[src/rtl/pman_pkg.sv]
// Shared button map and vector type for the Pac-Man button path and position controller.
package pman_pkg;

  localparam int BTN_UP    = 0;
  localparam int BTN_LEFT  = 1;
  localparam int BTN_MID   = 2;
  localparam int BTN_RIGHT = 3;
  localparam int BTN_DOWN  = 4;

  localparam int N_BTN = 5;

  // 10 ms at the 148.5 MHz pixel clock; the counter must reach DEBOUNCE_CYC-1.
  localparam int DEBOUNCE_CYC_DEFAULT = 1_485_000;
  localparam int CNT_W_DEFAULT        = 21;

  typedef logic [N_BTN-1:0] btn_vec_t;

endpackage

[src/rtl/pman_debounce.sv]
// One push-button: synchronizer chain, debounce qualification counter,
// debounced level and a single-cycle press pulse on each accepted rising level.
module pman_debounce
  import pman_pkg::*;
#(
  parameter int SYNC_STAGES  = 2,
  parameter int DEBOUNCE_CYC = DEBOUNCE_CYC_DEFAULT,
  parameter int CNT_W        = CNT_W_DEFAULT
) (
  input  logic clk_pix,
  input  logic rstn,
  input  logic btn_raw,
  output logic btn_level,
  output logic press_evt
);

  localparam logic [CNT_W-1:0] CNT_TERM = CNT_W'(DEBOUNCE_CYC - 1);

  logic [SYNC_STAGES-1:0] sync_q;
  logic                   btn_s;
  logic [CNT_W-1:0]       cnt;

  // Plain flop chain; nothing may sit between the synchronizer stages.
  always_ff @(posedge clk_pix or negedge rstn) begin
    if (!rstn) begin
      sync_q <= '0;
    end else begin
      sync_q <= {sync_q[SYNC_STAGES-2:0], btn_raw};
    end
  end

  assign btn_s = sync_q[SYNC_STAGES-1];

  // A new level is accepted only after it persists DEBOUNCE_CYC consecutive
  // cycles; any return to the current level restarts the count from zero.
  always_ff @(posedge clk_pix or negedge rstn) begin
    if (!rstn) begin
      cnt       <= '0;
      btn_level <= 1'b0;
      press_evt <= 1'b0;
    end else begin
      press_evt <= 1'b0;
      if (btn_s == btn_level) begin
        cnt <= '0;
      end else if (cnt == CNT_TERM) begin
        cnt       <= '0;
        btn_level <= btn_s;
        press_evt <= btn_s;
      end else begin
        cnt <= cnt + CNT_W'(1);
      end
    end
  end

endmodule

[src/rtl/pman_btn_cond.sv]
// Button conditioning for the Pac-Man position controller: per-button debounce,
// press latching between frames, opposing-pair cancellation and a frame-stable move vector.
module pman_btn_cond
  import pman_pkg::*;
#(
  parameter int N_BTN        = pman_pkg::N_BTN,
  parameter int SYNC_STAGES  = 2,
  parameter int DEBOUNCE_CYC = DEBOUNCE_CYC_DEFAULT,
  parameter int CNT_W        = CNT_W_DEFAULT,
  parameter bit HOLD_REPEAT  = 1'b1
) (
  input  logic             clk_pix,
  input  logic             rstn,
  input  logic             frame_tick,
  input  logic             game_reset,
  input  logic [N_BTN-1:0] btn_raw,
  output logic [N_BTN-1:0] btn_level,
  output logic [N_BTN-1:0] press_evt,
  output logic [N_BTN-1:0] btn_pulse
);

  logic [N_BTN-1:0] sticky;
  logic [N_BTN-1:0] hold_vec;
  logic [N_BTN-1:0] raw_vec;
  logic [N_BTN-1:0] resolved;

  for (genvar i = 0; i < N_BTN; i++) begin : g_btn
    pman_debounce #(
      .SYNC_STAGES  (SYNC_STAGES),
      .DEBOUNCE_CYC (DEBOUNCE_CYC),
      .CNT_W        (CNT_W)
    ) u_debounce (
      .clk_pix   (clk_pix),
      .rstn      (rstn),
      .btn_raw   (btn_raw[i]),
      .btn_level (btn_level[i]),
      .press_evt (press_evt[i])
    );
  end

  assign hold_vec = HOLD_REPEAT ? btn_level : '0;

  // A press arriving in the capture cycle itself still counts for this frame.
  assign raw_vec = sticky | press_evt | hold_vec;

  always_comb begin
    resolved = raw_vec;
    if (raw_vec[BTN_UP] && raw_vec[BTN_DOWN]) begin
      resolved[BTN_UP]   = 1'b0;
      resolved[BTN_DOWN] = 1'b0;
    end
    if (raw_vec[BTN_LEFT] && raw_vec[BTN_RIGHT]) begin
      resolved[BTN_LEFT]  = 1'b0;
      resolved[BTN_RIGHT] = 1'b0;
    end
  end

  // Presses accumulate until the next frame boundary; game_reset outranks the frame tick.
  always_ff @(posedge clk_pix or negedge rstn) begin
    if (!rstn) begin
      sticky    <= '0;
      btn_pulse <= '0;
    end else if (game_reset) begin
      sticky    <= '0;
      btn_pulse <= '0;
    end else if (frame_tick) begin
      sticky    <= '0;
      btn_pulse <= resolved;
    end else begin
      sticky <= sticky | press_evt;
    end
  end

endmodule
[config.mk]
export PLATFORM = sky130hd
export DESIGN_NAME = pman_btn_cond
export DESIGN_NICKNAME = d
export VERILOG_FILES = /design/src/rtl/pman_pkg.sv /design/src/rtl/pman_debounce.sv /design/src/rtl/pman_btn_cond.sv
export SDC_FILE = /design/constraint.sdc
export NUM_CORES = 1
export LEC_CHECK = 0
export CAP_MARGIN = 0
export CORE_ASPECT_RATIO = 0.5
export CORE_MARGIN = 4
export CORE_UTILIZATION = 30
export CTS_CLUSTER_DIAMETER = 100
export DETAILED_ROUTE_END_ITERATION = 7
export GPL_TIMING_DRIVEN = 0
export MAX_ROUTING_LAYER = met4
export PLACE_DENSITY = 0.56
export SLEW_MARGIN = 10
export SYNTH_ARGS = -nofsm -noshare
export SYNTH_HDL_FRONTEND = slang
export SYNTH_SLANG_ARGS = --single-unit
[constraint.sdc]
create_clock -name clk_pix -period 2.31 [get_ports clk_pix]
set_input_delay 0.231 -clock clk_pix [delete_from_list [all_inputs] [get_ports clk_pix]]
set_output_delay 0.231 -clock clk_pix [all_outputs]
set_load 0.005 [all_outputs]
==> flow_metrics.env, run 1 <==
export IMPL_totalWireLength_um=13500
export IMPL_post_place_ws_ps=-113
export IMPL_maxCapViolations=0
export IMPL_postRouteAntennaNets=0
export IMPL_regArea_mm2=0.00338
export IMPL_numPlacedInstances=986
export IMPL_setup_viol=0
export IMPL_critPathLaunch="g_btn[2].u_debounce.cnt[0]$_DFF_PN0_"
export IMPL_place_hpwl_um=9010
export IMPL_end_kind="flip-flop"
export IMPL_worst_setup_path_type="flip-flop to flip-flop"
export IMPL_fmax_mhz=459
export IMPL_r2r_start="g_btn[2].u_debounce.cnt[0]$_DFF_PN0_"
export IMPL_wl_met2_um=6390
export IMPL_fin_area_mm2=0.00792
export IMPL_cts_tree="done"
export IMPL_drt_first_pass_iters=4
export IMPL_cts_root_buf="clkbuf_16"
export IMPL_finalClockSkew_ps=10.6
export IMPL_syn_area_per_cell_um2=9.96
export IMPL_viasPerCell=4.91
export IMPL_place_area_mm2=0.00723
export IMPL_wl_met1_um=6590
export IMPL_n_antenna_cell=0
export IMPL_vias=5027
export IMPL_final_cells=1023
export IMPL_wl_met3_um=365
export IMPL_layout_drive_gt1_share_pct=11.6
export IMPL_maxSlewHeadroom_pct=54.8
export IMPL_path_clk_slew_ps=60
export IMPL_multi_input_area_mm2=0.00299
export IMPL_area_delta_synth_final_pct=20.0
export IMPL_grt_pass1_vias=4872
export IMPL_status="complete, no violations"
export IMPL_grt_antenna_before_repair=0
export IMPL_grt_pass1_wl_um=23500
export IMPL_ioPinCount=24
export IMPL_final_common_cell="dfrtp_1"
export IMPL_fillers=2105
export IMPL_powerDensity_mw_per_mm2=699
export IMPL_grtUsageTotal_pct=11.9
export IMPL_path_max_fanout=9
export IMPL_rsz0062_at_grt="no"
export IMPL_final_nets=724
export IMPL_final_cell_mix="dfrtp_1, nor2_1, nand3_1"
export IMPL_slew_viol_final=0
export IMPL_grt_max_degree=73
export IMPL_leakagePower_nw=3.12
export IMPL_critPathLaunchType="flip-flop"
export IMPL_first_iter_violations=337
export IMPL_vdd_drop_max_mv=0.374
export IMPL_start_util_pct=30.5
export IMPL_port_buffers=22
export IMPL_cts_htree_levels=4
export IMPL_cts_sinks=135
export IMPL_cts_buffer_depth=2
export IMPL_cp_arrival_ps=2520
export IMPL_timing_final_crit_share_pct=94.3
export IMPL_ys_seq_area_share_pct=51.2
export IMPL_drc=0
export IMPL_hold_viol=0
export IMPL_wl_per_cell_um=13.2
export IMPL_ys_ff_latch=135
export IMPL_worst_pin_slew_ps=671
export IMPL_num_rows=38
export IMPL_min_delay_start="btn_raw[0]"
export IMPL_hold_class="primary input to flip-flop"
export IMPL_ys_flop_type="dfrtp_1"
export IMPL_syn_inst=663
export IMPL_crit_required_ps=2650
export IMPL_clk_latency_ps=420
export IMPL_place_gp_congestion=0.833
export IMPL_period_needed_ps=2180
export IMPL_synth_warnings=0
export IMPL_dieArea_mm2=0.0246
export IMPL_p_total_mw=5.54
export IMPL_numCtsBuffers=17
export IMPL_synthDistinctLibCells=48
export IMPL_die_h_um=113
export IMPL_grt_overflow=0
export IMPL_syn_cell_area_mm2=0.00660
export IMPL_synthesis_nets=677
export IMPL_async_flop_share_pct=100
export IMPL_die_w_um=218
export IMPL_core_mm2=0.0216
export IMPL_top_layer_used="met4"
export IMPL_fin_ws_ps=131
export IMPL_synth_edff_count=0
-- Yosys cell counts (all sizes together), types with 2 or more instances --
cell | count | area, um^2
or3 | 15 | 97.6
and2 | 7 | 43.8
or4 | 30 | 233
nand2b | 2 | 12.5
and3 | 16 | 100
nand2 | 31 | 116
xnor2 | 33 | 289
o21ai | 15 | 75.1
nor2b | 3 | 18.8
a21oi | 41 | 209
nand4 | 22 | 138
dfrtp | 135 | 3380
nor4b | 3 | 26.3
ha | 5 | 62.6
inv | 17 | 63.8
nand4b | 4 | 35.0
and4 | 3 | 26.3
o311ai | 2 | 17.5
o31ai | 24 | 185
nor3b | 3 | 22.5
nor4 | 19 | 119
o41ai | 3 | 45.1
nor3 | 21 | 105
nor2 | 77 | 289
mux2 | 5 | 56.3
mux2i | 2 | 20.0
or4b | 4 | 40.0
buf | 17 | 116
clkbuf | 17 | 66.3
or2 | 5 | 31.3
nand3 | 48 | 265
xor2 | 28 | 245
-- state kept, by name (all words and copies together), names as in the netlist --
name                        flops
g_btn.u_debounce.cnt          105
g_btn.u_debounce.sync_q        10
btn_pulse                       5
g_btn.u_debounce.btn_level      5
g_btn.u_debounce.press_evt      5
sticky                          5
-- worst paths after layout --
| kind | end | slack [ps] | depth (start not counted) |
|---|---|---|---|
| min | g_btn[0].u_debounce.sync_q[0]$_DFF_PN0_ | 240 | 1 |
| max reg2reg | g_btn[2].u_debounce.cnt[20]$_DFF_PN0_ | 130 | 6 |
| min reg2reg | g_btn[0].u_debounce.sync_q[1]$_DFF_PN0_ | 350 | 0 |
| max in group asynchronous | g_btn[2].u_debounce.cnt[5]$_DFF_PN0_ | 1140 | 3 |
| min in group asynchronous | g_btn[3].u_debounce.cnt[17]$_DFF_PN0_ | 400 | 2 |
| max | g_btn[2].u_debounce.cnt[20]$_DFF_PN0_ | 130 | 6 |
-- cell type report --
type                            instances  share of cell area [%]
Buffer                                 34                    2.35
Timing Repair Buffer                   28                    3.65
Tap cell                              300                    4.74
Multi-Input combinational cell        477                    37.7
Sequential cell                       135                    42.7
Inverter                               17                   0.806
Clock buffer                           21                    5.94
Clock inverter                         11                    2.13
-- metrics by stage --
step | util [%] | hold slack, ps | setup TNS, ps
after detailed placement | 33.4 | 300 | -1620
after CTS | 36.5 | 233 | 0
after floorplan | - | -64.6 | 0
after global routing | 36.6 | 234 | 0
final | 36.6 | 244 | 0
after global placement | 33.3 | 335 | -614200
-- worst max-delay path, stage by stage (launching register included) --
cell and delay [ps]:
dfrtp_1 380, ha_1 240, nand2_1 140, or4_1 520, buf_2 180, or4_1 470
a21oi_1 160
-- cell families (layout without fill, tap and decap cells) --
kind of cell | Yosys count | count (layout) | share of synthesized area (%)
compound gates | 88 | 88 | 8.42
xor+xnor | 61 | 61 | 8.09
fa+ha+maj | 5 | 5 | 0.948
buf+inv | 51 | 111 | 3.73
flops | 135 | 135 | 51.2
mux | 7 | 7 | 1.16
simple gates | 316 | 316 | 26.5
-- per-layer routing --
layer,global-route usage (%),vias up
met5,-,-
met4,3.91,0
met3,2.98,17
met2,19.0,62
met1,14.9,2456
li1,-,2492
-- timing repair --
| action | 4_1_cts | 5_1_grt |
|---|---|---|
| hold endpoints to repair | 71 | 0 |
| hold buffers | 1 | 0 |
| resized for setup | 1 | 7 |
| endpoints found under the setup margin | 20 | 32 |
| pin swaps | 1 | 1 |
| setup buffers | 2 | 2 |
-- power breakdown --
part	switching [mW]	internal (mW)
clock network	1.05	1.90
registers	0.0287	2.40
logic	0.108	0.0558
Note: power is estimated with default switching activity, not from simulation.
==> inputs of run 2 (changes only) <==
Settings changed: CORE_UTILIZATION 30 to 51, PLACE_DENSITY 0.56 to not set, PLACE_DENSITY_LB_ADDON set to 0.12, SLEW_MARGIN 10 to 20.
==> flow_metrics.env, run 2 (same netlist as run 1, synthesis figures left out) <==
export IMPL_finalClockSkew_ps=8.67
export IMPL_grt_antenna_before_repair=0
export IMPL_grt_pass1_vias=4899
export IMPL_first_iter_violations=354
export IMPL_final_cells=892
export IMPL_path_max_fanout=7
export IMPL_drc=0
export IMPL_postRouteAntennaNets=0
export IMPL_regMostFlops="g_btn.u_debounce.cnt"
export IMPL_dieArea_mm2=0.0149
export IMPL_grt_busiest_layer="met2"
export IMPL_num_rows=29
export IMPL_seqPwrFrac_pct=46.0
export IMPL_path_clk_slew_ps=60
export IMPL_cp_slowest_stage_delay_ps=520
export IMPL_p_clk_share_pct=50.9
export IMPL_final_nets=723
export IMPL_core_mm2=0.0127
export IMPL_largest_reg_flops=105
export IMPL_cts_sinks=135
export IMPL_use_met1_pct=25.7
export IMPL_slew_viol_final=0
export IMPL_maxSlewHeadroom_pct=51.6
export IMPL_crit_chain="ha_2, nand2_2, or4_1, buf_2, or4_4, a21oi_2"
export IMPL_setup_viol=0
export IMPL_swShare_pct=21.8
export IMPL_layout_drive_gt1_share_pct=11.5
export IMPL_cts_buffer_depth=2
export IMPL_cp_arrival_ps=2500
export IMPL_clk_latency_ps=420
export IMPL_fin_area_mm2=0.00771
export IMPL_cts_tree="done"
export IMPL_end_kind="flip-flop"
export IMPL_place_gp_congestion=0.827
export IMPL_numPlacedInstances=856
export IMPL_die_h_um=88.5
export IMPL_drt_first_pass_iters=4
export IMPL_rsz0062_at_grt="no"
export IMPL_final_common_cell="dfrtp_1"
export IMPL_die_w_um=169
export IMPL_top_regs="g_btn.u_debounce.cnt: 105 flops, g_btn.u_debounce.sync_q: 10 flops"
export IMPL_worst_pin_slew_ps=719
export IMPL_worst_setup_path_type="flip-flop to flip-flop"
export IMPL_hold_viol=0
export IMPL_cp_num_buf_inv=1
export IMPL_viasPerCell=5.71
export IMPL_ioPinCount=24
export IMPL_slowest_stage="or4_1"
export IMPL_crit_required_ps=2640
export IMPL_cts_htree_levels=4
export IMPL_timing_final_crit_share_pct=93.9
export IMPL_critPathLaunchType="flip-flop"
export IMPL_crit_family="simple AND/OR/NAND/NOR gates"
export IMPL_place_hpwl_um=8900
export IMPL_grtUsageTotal_pct=19.9
export IMPL_grt_max_degree=91
export IMPL_start_util_pct=52.1
export IMPL_place_area_mm2=0.00707
export IMPL_powerDensity_mw_per_mm2=685
export IMPL_n_antenna_cell=0
export IMPL_combPwrFrac_pct=3.1
export IMPL_wl_per_cell_um=15.0
export IMPL_vias=5094
export IMPL_period_needed_ps=2170
export IMPL_fmax_mhz=461
export IMPL_final_cell_mix="dfrtp_1, nor2_1, nand3_1"
export IMPL_port_buffers=22
export IMPL_post_place_ws_ps=-136
export IMPL_grt_pass1_wl_um=23300
export IMPL_p_total_mw=5.28
export IMPL_grt_overflow=0
export IMPL_fin_ws_ps=142
export IMPL_cts_root_buf="clkbuf_16"
export IMPL_status="complete, no violations"
export IMPL_area_delta_synth_final_pct=16.8
export IMPL_p_int_mw=4.13
export IMPL_totalWireLength_um=13300
export IMPL_vdd_drop_max_mv=0.379
export IMPL_hold_class="primary input to flip-flop"
export IMPL_switchingPower_mw=1.15
export IMPL_leakagePower_nw=3.09
export IMPL_numCtsBuffers=17
export IMPL_met2_usage_pct=31.9
export IMPL_gr_usage_met3_pct=4.82
export IMPL_maxCapViolations=0
export IMPL_final_core_util_pct=60.9
## run 2: changes by cell type in the layout (fill, tap and decap cells not counted), sizes merged
cell,previous run,this run
inv,19,18
clkinv,4,7
bufinv,4,2
buf,23,22
## run 2: repair_timing
| action | CTS | global route |
|---|---|---|
| endpoints found under the setup margin | 20 | 13 |
| endpoints found under the hold margin | 45 | 0 |
| gates resized for setup | 1 | 5 |
| pin swaps | 1 | 0 |
| hold buffers | 1 | 0 |
| setup buffers | 2 | 1 |
## run 2: layout make-up
class                      instances  area, um^2
buffer                            34         184
clock buffer                      21         470
clock inverter                    11         123
fill                            1118        4950
inverter                          17        63.8
multi-input combinational        477        2990
sequential                       135        3380
tap                              170         213
timing repair buffer              27         285
## run 2: worst paths after layout
path / start / to / slack [ps] / cells after the start
worst max-delay path: g_btn[0].u_debounce.cnt[0]$_DFF_PN0_ / g_btn[0].u_debounce.cnt[20]$_DFF_PN0_ / 140 / 6
worst min-delay path: game_reset / btn_pulse[3]$_DFFE_PN0P_ / 220 / 2
worst max register to register: g_btn[0].u_debounce.cnt[0]$_DFF_PN0_ / g_btn[0].u_debounce.cnt[20]$_DFF_PN0_ / 140 / 6
worst min register to register: g_btn[3].u_debounce.sync_q[0]$_DFF_PN0_ / g_btn[3].u_debounce.sync_q[1]$_DFF_PN0_ / 350 / 0
max in group asynchronous: rstn / g_btn[4].u_debounce.cnt[20]$_DFF_PN0_ / 1260 / 3
min in group asynchronous: rstn / g_btn[2].u_debounce.cnt[18]$_DFF_PN0_ / 290 / 2
## run 2: per-stage QoR
step           setup TNS, ps  hold slack (ps)
2_1_floorplan              0            -64.6
3_3_place_gp         -595680              333
3_5_place_dp           -2260              156
4_1_cts                    0              221
5_1_grt                    0              240
6_report                   0              221
## run 2: per-layer routing
| layer | vias up | wire length (um) |
|---|---|---|
| met5 | - | 0 |
| met4 | 0 | 112 |
| met3 | 11 | 398 |
| met2 | 66 | 6310 |
| met1 | 2520 | 6520 |
| li1 | 2497 | - |
## run 2: worst reg2reg max path, delay by kind of cell, from the launching register on
family | cells | cell delay [ps]
AOI/OAI and AO/OA | 1 | 140
adders and majority gates | 1 | 260
buffers and inverters | 1 | 170
DFF | 1 | 390
and+or+nand+nor | 3 | 1130
## run 2: power groups by stage
stage | Sequential, mW | Clock (mW) | Combinational [mW]
floorplan | 2.46 | 0 | 0.0740
global placement | 2.47 | 0 | 0.156
detailed placement | 2.47 | 0 | 0.164
CTS | 2.43 | 2.74 | 0.170
global route | 2.43 | 2.89 | 0.194
finish | 2.43 | 2.69 | 0.166
==> inputs of run 3 (changes only) <==
Settings changed: PLACE_DENSITY set to 0.68, PLACE_DENSITY_LB_ADDON 0.12 to not set.
==> flow_metrics.env, run 3 (same netlist as run 1, synthesis figures left out) <==
export IMPL_cts_buffer_depth=2
export IMPL_port_buffers=22
export IMPL_cts_tree="done"
export IMPL_min_delay_start="game_reset"
export IMPL_leakagePower_nw=3.07
export IMPL_fin_area_mm2=0.00767
export IMPL_final_common_cell="dfrtp_1"
export IMPL_whs_ps=256
export IMPL_drt_first_pass_iters=5
export IMPL_r2r_start="g_btn[0].u_debounce.cnt[0]$_DFF_PN0_"
export IMPL_area_delta_synth_final_pct=16.2
export IMPL_p_total_mw=5.13
export IMPL_die_w_um=169
export IMPL_reg2reg_to="g_btn[0].u_debounce.cnt[20]$_DFF_PN0_"
export IMPL_final_nets=722
export IMPL_start_util_pct=52.1
export IMPL_hold_class="primary input to flip-flop"
export IMPL_path_clk_slew_ps=60
export IMPL_fin_ws_ps=129
export IMPL_critPathLaunchType="flip-flop"
export IMPL_rsz0062_at_grt="yes"
export IMPL_postRouteAntennaNets=0
export IMPL_cts_htree_levels=4
export IMPL_drc=0
export IMPL_timing_final_crit_share_pct=94.4
export IMPL_vdd_drop_max_mv=0.365
export IMPL_hold_viol=0
export IMPL_powerDensity_mw_per_mm2=669
export IMPL_wl_per_cell_um=14.3
export IMPL_cts_sinks=135
export IMPL_die_h_um=88.5
export IMPL_min_path_cells=2
export IMPL_cts_root_buf="clkbuf_16"
export IMPL_grtUsageTotal_pct=18.6
export IMPL_num_rows=29
export IMPL_grt_overflow=0
export IMPL_post_place_ws_ps=-141
export IMPL_fmax_mhz=458
export IMPL_end_kind="flip-flop"
export IMPL_worst_pin_slew_ps=745
export IMPL_final_cells=891
export IMPL_clk_latency_ps=410
export IMPL_core_mm2=0.0127
export IMPL_place_hpwl_um=8750
export IMPL_largest_reg_flops=105
export IMPL_grt_max_degree=94
export IMPL_numCtsBuffers=17
export IMPL_n_antenna_cell=0
export IMPL_ioPinCount=24
export IMPL_final_core_util_pct=60.6
export IMPL_first_iter_violations=372
export IMPL_grt_pass1_vias=4687
export IMPL_worst_setup_path_type="flip-flop to flip-flop"
export IMPL_viasPerCell=5.61
export IMPL_maxSlewHeadroom_pct=49.9
export IMPL_numPlacedInstances=856
export IMPL_maxCapViolations=0
export IMPL_grt_antenna_before_repair=0
export IMPL_setup_viol=0
export IMPL_vias=4997
export IMPL_layout_drive_gt1_share_pct=10.7
export IMPL_slew_viol_final=0
export IMPL_hold_path_end="btn_pulse[0]$_DFFE_PN0P_"
export IMPL_regMostFlops="g_btn.u_debounce.cnt"
export IMPL_place_gp_congestion=0.832
export IMPL_finalClockSkew_ps=10.2
export IMPL_final_cell_mix="dfrtp_1, nor2_1, nand3_1"
export IMPL_r2r_cells=6
export IMPL_cp_arrival_ps=2510
export IMPL_place_area_mm2=0.00707
export IMPL_totalWireLength_um=12700
export IMPL_top_regs="g_btn.u_debounce.cnt: 105 flops, g_btn.u_debounce.sync_q: 10 flops"
export IMPL_path_max_fanout=7
export IMPL_r2r_slack_ps=130
export IMPL_crit_required_ps=2640
export IMPL_period_needed_ps=2180
export IMPL_grt_pass1_wl_um=22100
export IMPL_tns_ps=0
export IMPL_dieArea_mm2=0.0149
export IMPL_status="complete, no violations"
-- run 3: cell types whose count changed in the layout (fill, tap and decap cells not counted) --
cell / previous run / this run
bufinv_16: 2 / 1
clkinv_2: 4 / 3
nand2_2: 1 / 0
clkinvlp_4: 1 / 2
inv_6: 1 / 0
clkbuf_1: 15 / 18
ha_1: 3 / 4
clkbuf_8: 3 / 4
buf_4: 13 / 12
nand2_1: 30 / 31
clkinv_4: 3 / 1
ha_2: 2 / 1
-- run 3: worst max path at each step --
stage | startpoint | to | slack (ps) | cells past startpoint
6_report | g_btn[0].u_debounce.cnt[0]$_DFF_PN0_ | g_btn[0].u_debounce.cnt[20]$_DFF_PN0_ | 130 | 6
5_1_grt | g_btn[0].u_debounce.cnt[14]$_DFF_PN0_ | g_btn[0].u_debounce.cnt[4]$_DFF_PN0_ | -80 | 5
4_1_cts | g_btn[0].u_debounce.cnt[0]$_DFF_PN0_ | g_btn[0].u_debounce.cnt[20]$_DFF_PN0_ | 80 | 6
3_5_place_dp | g_btn[3].u_debounce.cnt[0]$_DFF_PN0_ | g_btn[3].u_debounce.cnt[11]$_DFF_PN0_ | -140 | 6
3_3_place_gp | rstn | g_btn[4].u_debounce.cnt[2]$_DFF_PN0_ | -4440 | 1
2_1_floorplan | g_btn[0].u_debounce.cnt[0]$_DFF_PN0_ | g_btn[0].u_debounce.cnt[20]$_DFF_PN0_ | 260 | 6
-- run 3: layout make-up --
type / instances / area (um^2)
Tap cell: 170 / 213
Multi-Input combinational cell: 477 / 2990
Inverter: 17 / 63.8
Timing Repair Buffer: 26 / 278
Sequential cell: 135 / 3380
Clock buffer: 25 / 495
Clock inverter: 7 / 68.8
Buffer: 34 / 184
Fill cell: 1060 / 4990
-- run 3: per-layer routing --
layer / share of wire, % / GRT usage (%)
met5: 0 / -
met4: 0.87 / 5.45
met3: 2.5 / 3.39
met2: 47 / 29.2
met1: 50 / 25.2
-- run 3: report_power, final --
group          internal [mW]  switching (mW)  total, mW
combinational         0.0563           0.107      0.163
clock                   1.59           0.951       2.54
sequential              2.40          0.0280       2.43
total                   4.05            1.09       5.13
-- run 3: worst max-delay path: stages (launching register included) --
cell and delay (ps):
dfrtp_1 380, ha_2 240, nand2_1 160, or4_1 540, buf_2 170, or4_4 480
a21oi_2 130
-- run 3: repair_timing --
| item | in CTS | in global routing |
|---|---|---|
| gates resized for setup | 1 | 3 |
| buffers inserted | 2 | 0 |
| hold buffers | 1 | 0 |
| hold endpoints to repair | 42 | 0 |
| pin swaps | 1 | 0 |
| endpoints found under the setup margin | 21 | 30 |
